--- src/rtl/fifo_flex_pkg.sv ---
`timescale 1ns/1ps
// Shared types and defaults for the flexible single-clock FIFO.
// No logic, so no latency.
// No flow control here; the FIFO reports full/empty and accepts or rejects each request.
package fifo_flex_pkg;

    // Read-side timing of the FIFO output.
    typedef enum logic {
        FIFO_STD  = 1'b0,   // registered read, data one cycle after the pop
        FIFO_FWFT = 1'b1    // head entry always presented on data_out
    } fifo_mode_t;

    localparam int FIFO_DEF_WIDTH = 8;
    localparam int FIFO_DEF_DEPTH = 64;

    // Map the integer FWFT parameter onto the mode enum.
    function automatic fifo_mode_t mode_of(input int fwft);
        return (fwft != 0) ? FIFO_FWFT : FIFO_STD;
    endfunction

endpackage

--- src/rtl/fifo_flex_mem.sv ---
`timescale 1ns/1ps
// DEPTH x WIDTH storage array: one synchronous write port, one asynchronous read port.
// Write visible to the read port on the cycle after the write edge; read is combinational.
// No backpressure; the caller only asserts we for accepted pushes.
module fifo_flex_mem #(
    parameter int WIDTH  = 8,
    parameter int DEPTH  = 64,
    parameter int ADDR_W = $clog2(DEPTH)
) (
    input  logic              clk,
    input  logic              we,
    input  logic [ADDR_W-1:0] waddr,
    input  logic [WIDTH-1:0]  wdata,
    input  logic [ADDR_W-1:0] raddr,
    output logic [WIDTH-1:0]  rdata
);

    logic [WIDTH-1:0] mem [DEPTH];

    // Contents are deliberately not reset; only pointers decide what is valid.
    always_ff @(posedge clk) begin
        if (we) begin
            mem[waddr] <= wdata;
        end
    end

    assign rdata = mem[raddr];

endmodule

--- src/rtl/fifo_flex.sv ---
`timescale 1ns/1ps
// Single-clock FIFO with standard or first-word-fall-through read, thresholds and sticky errors.
// STD: data_out valid the cycle after an accepted pop; FWFT: head entry visible whenever !empty.
// Pushes to a full FIFO are dropped (overflow), pops from an empty FIFO ignored (underflow).
module fifo_flex
    import fifo_flex_pkg::*;
#(
    parameter int WIDTH     = FIFO_DEF_WIDTH,
    parameter int DEPTH     = FIFO_DEF_DEPTH,
    parameter int FWFT      = 0,
    parameter int AF_THRESH = 60,
    parameter int AE_THRESH = 4
) (
    input  logic                     CLK,
    input  logic                     RST,
    input  logic                     flush,
    input  logic                     wr_en,
    input  logic [WIDTH-1:0]         data_in,
    input  logic                     rd_en,
    output logic [WIDTH-1:0]         data_out,
    output logic                     full,
    output logic                     empty,
    output logic                     almost_full,
    output logic                     almost_empty,
    output logic [$clog2(DEPTH):0]   count,
    output logic                     overflow,
    output logic                     underflow,
    input  logic                     clr_err
);

    localparam int ADDR_W = $clog2(DEPTH);
    localparam int CNT_W  = ADDR_W + 1;

    localparam logic [CNT_W-1:0]  CNT_ONE   = 1;
    localparam logic [ADDR_W-1:0] PTR_ONE   = 1;
    localparam logic [CNT_W-1:0]  FULL_LVL  = CNT_W'(DEPTH);
    localparam logic [CNT_W-1:0]  AF_LVL    = CNT_W'(AF_THRESH);
    localparam logic [CNT_W-1:0]  AE_LVL    = CNT_W'(AE_THRESH);
    localparam fifo_mode_t        MODE      = mode_of(FWFT);

    logic [ADDR_W-1:0] wr_ptr;
    logic [ADDR_W-1:0] rd_ptr;
    logic              wr_acc;
    logic              rd_acc;
    logic [CNT_W-1:0]  count_next;
    logic [WIDTH-1:0]  mem_rdata;

    // Accept decisions and next occupancy; a pop at full frees the slot the push needs.
    always_comb begin
        rd_acc     = rd_en & ~empty;
        wr_acc     = wr_en & (~full | rd_acc);
        count_next = count;
        if (flush) begin
            count_next = '0;
        end else begin
            case ({wr_acc, rd_acc})
                2'b10:   count_next = count + CNT_ONE;
                2'b01:   count_next = count - CNT_ONE;
                default: count_next = count;
            endcase
        end
    end

    // Read/write pointers wrap naturally at DEPTH (power of two).
    always_ff @(posedge CLK or posedge RST) begin
        if (RST) begin
            wr_ptr <= '0;
            rd_ptr <= '0;
        end else if (flush) begin
            wr_ptr <= '0;
            rd_ptr <= '0;
        end else begin
            if (wr_acc) wr_ptr <= wr_ptr + PTR_ONE;
            if (rd_acc) rd_ptr <= rd_ptr + PTR_ONE;
        end
    end

    // Count and status flags registered from the next count so they never lag count.
    always_ff @(posedge CLK or posedge RST) begin
        if (RST) begin
            count        <= '0;
            full         <= 1'b0;
            empty        <= 1'b1;
            almost_full  <= 1'b0;
            almost_empty <= 1'b1;
        end else begin
            count        <= count_next;
            full         <= (count_next == FULL_LVL);
            empty        <= (count_next == '0);
            almost_full  <= (count_next >= AF_LVL);
            almost_empty <= (count_next <= AE_LVL);
        end
    end

    // Sticky errors: a fresh error in the same cycle as clr_err keeps the flag set.
    always_ff @(posedge CLK or posedge RST) begin
        if (RST) begin
            overflow  <= 1'b0;
            underflow <= 1'b0;
        end else if (flush) begin
            overflow  <= 1'b0;
            underflow <= 1'b0;
        end else begin
            overflow  <= (wr_en & ~wr_acc) | (overflow  & ~clr_err);
            underflow <= (rd_en & empty)   | (underflow & ~clr_err);
        end
    end

    fifo_flex_mem #(
        .WIDTH (WIDTH),
        .DEPTH (DEPTH),
        .ADDR_W(ADDR_W)
    ) u_mem (
        .clk  (CLK),
        .we   (wr_acc & ~flush),
        .waddr(wr_ptr),
        .wdata(data_in),
        .raddr(rd_ptr),
        .rdata(mem_rdata)
    );

    if (MODE == FIFO_FWFT) begin : g_fwft
        // Head entry shown directly; forced to zero while empty so stale storage never leaks out.
        assign data_out = empty ? '0 : mem_rdata;
    end else begin : g_std
        logic [WIDTH-1:0] dout_q;

        // Registered read: capture the head on an accepted pop, otherwise hold.
        always_ff @(posedge CLK or posedge RST) begin
            if (RST) begin
                dout_q <= '0;
            end else if (flush) begin
                dout_q <= '0;
            end else if (rd_acc) begin
                dout_q <= mem_rdata;
            end
        end

        assign data_out = dout_q;
    end

endmodule

--- config.mk ---
export PLATFORM = sky130hd
export DESIGN_NAME = fifo_flex
export DESIGN_NICKNAME = d
export VERILOG_FILES = /design/src/rtl/fifo_flex_pkg.sv /design/src/rtl/fifo_flex_mem.sv /design/src/rtl/fifo_flex.sv
export SDC_FILE = /design/constraint.sdc
export NUM_CORES = 1
export LEC_CHECK = 0
export CAP_MARGIN = 40
export CORE_MARGIN = 5
export CORE_UTILIZATION = 50
export DETAILED_ROUTE_END_ITERATION = 8
export GPL_ROUTABILITY_DRIVEN = 0
export GPL_TIMING_DRIVEN = 0
export PLACE_DENSITY = 0.74
export SYNTH_ARGS = -nofsm -noshare
export SYNTH_HDL_FRONTEND = slang
export SYNTH_HIERARCHICAL = 1
export SYNTH_SLANG_ARGS = --single-unit
--- constraint.sdc ---
create_clock -name CLK -period 5.8 [get_ports CLK]
set_clock_uncertainty 0.1 [all_clocks]
set_input_delay 1.16 -clock CLK [delete_from_list [all_inputs] [get_ports CLK]]
set_output_delay 1.16 -clock CLK [all_outputs]
set_load 0.005 [all_outputs]
==> impl_metrics.ini, run 1 <==
[status]
status = finished, final reports clean

[yosys]
synth.cell_area_um2 = 21800
synthTopCellsByArea = edfxtp_1, mux4_2, dfrtp_1
synth_xor_xnor_area_share_pct = 0.521
synth_seq_area_share_pct = 74.2
synth_nets = 1153
avgSynthCellArea_um2 = 19.3
synth_top_family_by_area = multiplexers
synth_compound_area_share_pct = 3.13
synth.largest_area_cell = edfxtp_1
yosysTopAreaCellShare_pct = 70.4
synthFlopType = edfxtp_1
ys_ff_latch = 545
yosys_warnings = 6
ys_types = 62
synth_edf_count = 512
synth_fa_ha_area_share_pct = 0.286
synth.mux.area_fraction_pct = 14.8
postSynth.asyncResetShare_pct = 6.06
yosys.area_share.simple_pct = 5.17
synthCells = 1134

[pwr]
p_per_area_nw_per_um2 = 373
leakage_nw = 7.76
vdd_drop_max_mv = 0.246

[clocking]
post_cts_buffers = 0
htreeDepth = 2
clk_pin_slew_ns = 0.06
cts_tree = built
cts.sinks = 545
clockBufferDepth = 3
clk-insertion-delay-late_ns = 0.59
cts_root_buf = clkbuf_16
cts.hold.buffers_added = 0
cts-buffers-inserted = 54
post_cts_resized = 0

[sta]
max_freq_ghz = 0.222
slew_violations = 0
tns_ns = 0
fin_crit_sh_pct = 77.5
hold_violations = 0
final-setup-viol-count = 0
setup_slack_ns = 1.31
max-slew-margin-rel_pct = 39.3
rsz0062_at_grt = false
post-route-min-period_ns = 4.49
worst-slew-pin-transition_ns = 0.911

[detailed_routing]
drc_errors = 0
detail_route.iter0.violations = 1558
vias_per_cell = 6.21
drtAntennaViolNets = 0
first_pass_iters = 7
route.vias.total = 11632
wl_mm = 51.7
wl_per_cell_um = 27.6

[finish]
nets = 1263
fill_cells = 3211
multiInputGateArea_um2 = 5230
layout-drive-gt1-share_pct = 22.6
seqCellArea_um2 = 16200
n_antenna_cell = 0
syn_to_final_growth_pct = 13.9

[worst_setup_path]
path_buf_inv = 5
cpMaxStageDelayCell = clkdlybuf4s50_1
cp_slowest_stage_delay_ns = 0.49
path_max_fanout = 11
worstPathRequired_ns = 6.20
criticalPathCategory = in -> reg
worstSetupEndpointType = flop
cp.arrival_ns = 4.89
path_delay_family = buffers and inverters
crit_chain = clkdlybuf4s50_1 > nand2b_1 > inv_1 > buf_1 > ha_1 > buf_2 > buf_4 > xor2_1 > ha_1 > nor3b_1 > o21ai_1 > a21oi_1 > o21ai_0 > a311oi_4 > nor4bb_4
path_common_cell = ha_1
startpoint_type = input pin

[floorplan]
die_area_um2 = 48000
rows = 76
io_pins = 35
die_y_um = 219
initial_utilization_pct = 50.6
core_area_um2 = 43200
die_w_um = 219

[grt]
grt_use_total_pct = 21.7
grt_antenna_before_repair = 1
grt_max_degree = 49
grt-ovfl-total = 0
grt_pass1_vias = 11504
grt_pass1_wl_mm = 75.9

[flow_run]
drv_cap = 0

[place]
portBuffers = 34
place_hpwl_mm = 34.0
dp_slack_ns = 0.742

[hold_path]
min_path_type = reg -> reg
## tightest hold or removal path, cell delays in order (launching register included)
cell and delay [ns]:
dfrtp_1 0.37, nand2_1 0.06, a21oi_1 0.06
## per-stage QoR
step                      power [mW]  instances  area [um2]  util [%]  hold slack, ns
final                           9.27       1874       24900      57.6           0.426
after global routing            9.58       1874       24900      57.6           0.468
after floorplan                 5.46       1134       21800         -           0.397
after detailed placement        5.98       1772       23200      53.6           0.409
after CTS                       9.31       1873       24900      57.6           0.433
after global placement          5.95       1753       22900      53.1           0.392
## area by class of cell
type | instances | area share [%]
flip-flops and latches | 545 | 65.1
multi-input cells | 514 | 21.0
clock buffers | 74 | 6.22
well taps | 585 | 2.94
repair buffers | 54 | 2.31
plain buffers | 66 | 1.56
clock inverters | 27 | 0.694
inverters | 9 | 0.136
## sequential cells by signal (all words and copies together), names as in the netlist
name / flops
rd_ptr: 6
almost_empty: 1
empty: 1
underflow: 1
count: 7
almost_full: 1
u_mem/mem: 512
overflow: 1
data_out: 8
full: 1
wr_ptr: 6
## cells in the mapped netlist (6+ instances only)
library cell	number
edfxtp_1	512
mux4_2	126
nor2_1	101
nand2_1	50
dfrtp_1	31
clkbuf_1	24
mux2i_1	24
a21oi_1	21
nor2b_1	17
nand3_1	16
buf_2	15
buf_4	14
mux2_2	14
nor3_1	13
nand2b_1	9
xor2_1	9
inv_1	8
nand4_1	8
o221ai_1	8
o22ai_1	8
o21ai_0	7
a221oi_1	6
buf_1	6
## cells by family after synthesis
| kind of cell | after synthesis |
|---|---|
| buf+inv | 75 |
| flops | 545 |
| simple gates | 238 |
| xor+xnor | 13 |
| fa+ha+maj | 5 |
| mux | 164 |
| compound gates | 94 |
## routing by layer
layer / routed length [um] / part of all wire, % / GRT usage (%)
met3: 5160 / 10 / 4.08
met1: 20300 / 39 / 31.3
met4: 2100 / 4.1 / 7.95
met5: 10 / 0.019 / 0
met2: 24100 / 47 / 33.8
## layout by cell type (no fill, tap or decap), drive strengths merged, types with 3 or more instances in the layout
master	count
mux2i	24
nor3	13
o21a	5
ha	5
o22ai	8
o21ai	12
inv	9
nor2	101
clkinv	23
nand3b	5
mux4	126
edfxtp	512
buf	70
o221ai	8
nand2b	9
or3	5
a21oi	21
o2bb2ai	3
xnor2	4
nand2	50
o2111ai	3
nor4b	3
a221oi	6
dfrtp	31
clkbuf	98
a211oi	4
xor2	9
nand3	16
clkdlybuf4s50	26
mux2	14
a22oi	4
nand4	8
nor2b	17
## power breakdown
| part | leakage [nW] | switching [mW] | internal (mW) | total (mW) |
|---|---|---|---|---|
| clock | 0.844 | 1.42 | 1.95 | 3.36 |
| sequential | 5.04 | 0.0517 | 4.37 | 4.42 |
| combinational | 1.87 | 0.802 | 0.689 | 1.49 |
## path summary, 6_finish.rpt
path                             start     endpoint  slack [ns]  depth (start not counted)
max                              rd_en         full        1.31                         15
min                        data_out[0]  data_out[0]        0.43                          2
max reg2reg                      empty         full        1.90                         16
min reg2reg                data_out[0]  data_out[0]        0.43                          2
max in group asynchronous          RST  data_out[0]        4.22                          3
min in group asynchronous          RST     count[6]        0.86                          2
Note: power is estimated with default switching activity, not from simulation.
==> run 2, diff against run 1 <==
Clock period 5.8 ns to 4.2 ns, I/O delays scaled along.
==> run 2 against run 1 <==
Against the previous run:
- final cell count down 0.11%
- power up 38%
- core utilization about the same
- worst hold slack about the same
- die area unchanged
- clock power up 38%
- sequential share of layout area about the same
- critical path depth down 8
==> impl_metrics.ini, run 2 (synthesis results as in run 1) <==
[place]
dp_slack_ns = -0.538
place_hpwl_mm = 34.0
portBuffers = 34

[floorplan]
die_w_um = 219
core_area_um2 = 43200
rows = 76
die_area_um2 = 48000
die_y_um = 219
initial_utilization_pct = 50.6
io_pins = 35

[detailed_routing]
first_pass_iters = 6
drc_errors = 0
drtAntennaViolNets = 0
wl_per_cell_um = 27.6
route.vias.total = 11633
wl_mm = 51.7
vias_per_cell = 6.21
detail_route.iter0.violations = 1605

[sta]
slew_violations = 0
worst-slew-pin-transition_ns = 0.921
hold_ws_ns = 0.426
max_freq_ghz = 0.245
setup_slack_ns = 0.122
post-route-min-period_ns = 4.08
final-setup-viol-count = 0
fin_crit_sh_pct = 97.1
hold_violations = 0
rsz0062_at_grt = true
max-slew-margin-rel_pct = 38.4
tns_ns = 0

[worst_setup_path]
cpMaxStageDelayCell = nor2_1
cp_slowest_stage_delay_ns = 0.84
startpoint_type = input pin
reg2reg_depth = 15
r2r-end = full
crit_chain = clkdlybuf4s50_1 > clkbuf_1 > clkbuf_1 > nor2_1 > nor2b_1 > nand3_1 > nor2_1
worstSetupEndpointType = flop
cp.arrival_ns = 4.19
crit_start = flush
criticalPathCategory = in -> reg
endpoint = u_mem/mem[38][3]
path_max_fanout = 10
r2r_slack_ns = 0.36
r2r-start = empty
worstPathRequired_ns = 4.31

[finish]
post-route-util_pct = 57.6
seqCellArea_um2 = 16200
fill_cells = 3207
regMostFlops = u_mem/mem
final_cell_mix = edfxtp_1, mux4_2, nor2_1
nets = 1261
layout-drive-gt1-share_pct = 22.8
largest_reg_flops = 512
final_common_cell = edfxtp_1
syn_to_final_growth_pct = 13.9
n_antenna_cell = 0
multiInputGateArea_um2 = 5240

[status]
status = finished, final reports clean

[hold_path]
min_path_type = reg -> reg

[grt]
grt_max_degree = 49
grt-ovfl-total = 0
grt_pass1_wl_mm = 75.9
grt_pass1_vias = 11504
grt_antenna_before_repair = 1
grt_use_total_pct = 21.7

[pwr]
leakage_nw = 7.76
vdd_drop_max_mv = 0.337
p_per_area_nw_per_um2 = 515

[clocking]
cts_root_buf = clkbuf_16
clockBufferDepth = 3
cts.sinks = 545
cts_tree = built
cts-buffers-inserted = 54
clk_pin_slew_ns = 0.06
htreeDepth = 2
post_cts_resized = 0
clk-insertion-delay-late_ns = 0.60
post_cts_buffers = 0
cts.hold.buffers_added = 0

[flow_run]
drv_cap = 0
[run 2: cell count changes in the layout (fill, tap and decap cells not counted)]
cell / change
buf_1: -1
inv_1: -1
nor3b_1: -1
and2_2: +1
nor3b_2: +1
and2_1: -1
clkbuf_1: -1
clkinvlp_4: +1
[run 2: worst min-delay path by stage]
| stage | from | end | slack [ns] | depth (start not counted) |
|---|---|---|---|---|
| 6_report | data_out[0] | data_out[0] | 0.43 | 2 |
| 5_1_grt | data_out[7] | data_out[7] | 0.47 | 2 |
| 4_1_cts | data_out[0] | data_out[0] | 0.43 | 2 |
| 3_5_place_dp | overflow | overflow | 0.41 | 2 |
| 3_3_place_gp | overflow | overflow | 0.39 | 2 |
| 2_1_floorplan | overflow | overflow | 0.40 | 2 |
[run 2: critical path: cells and delay by family]
| family | cells | cell delay (ns) |
|---|---|---|
| simple gates | 4 | 2.17 |
| buf+inv | 3 | 1.17 |
[run 2: routing by layer]
layer / GRT usage, % / wire (um) / up-vias
li1: - / - / 4813
met1: 31.3 / 20600 / 6048
met2: 33.8 / 24100 / 647
met3: 4.08 / 4990 / 123
met4: 7.95 / 2030 / 2
met5: 0 / 10 / -
[run 2: where the power goes]
part           total (mW)  switching (mW)  internal, mW
Sequential           6.10          0.0716          6.03
Clock                4.64            1.95          2.69
Combinational        2.06            1.11         0.951
[run 2: cell type report]
class	instances	share of cell area [%]
Sequential cell	545	65.1
Multi-Input combinational cell	514	21.0
Tap cell	585	2.94
Timing Repair Buffer	54	2.31
Clock inverter	27	0.694
Clock buffer	74	6.22
Buffer	64	1.53
Inverter	9	0.151
[run 2: through the flow]
step / power, mW / cells / instance area (um2)
global route: 13.2 / 1872 / 24900
CTS: 12.9 / 1873 / 24900
finish: 12.8 / 1872 / 24900
global placement: 8.22 / 1753 / 22900
floorplan: 7.54 / 1134 / 21800
detailed placement: 8.26 / 1772 / 23200
==> run 3, diff against run 2 <==
Settings changed: SKIP_LAST_GASP set to 1.
==> results of run 3 <==
Final layout, timing and power as in run 2 (identical DEF).
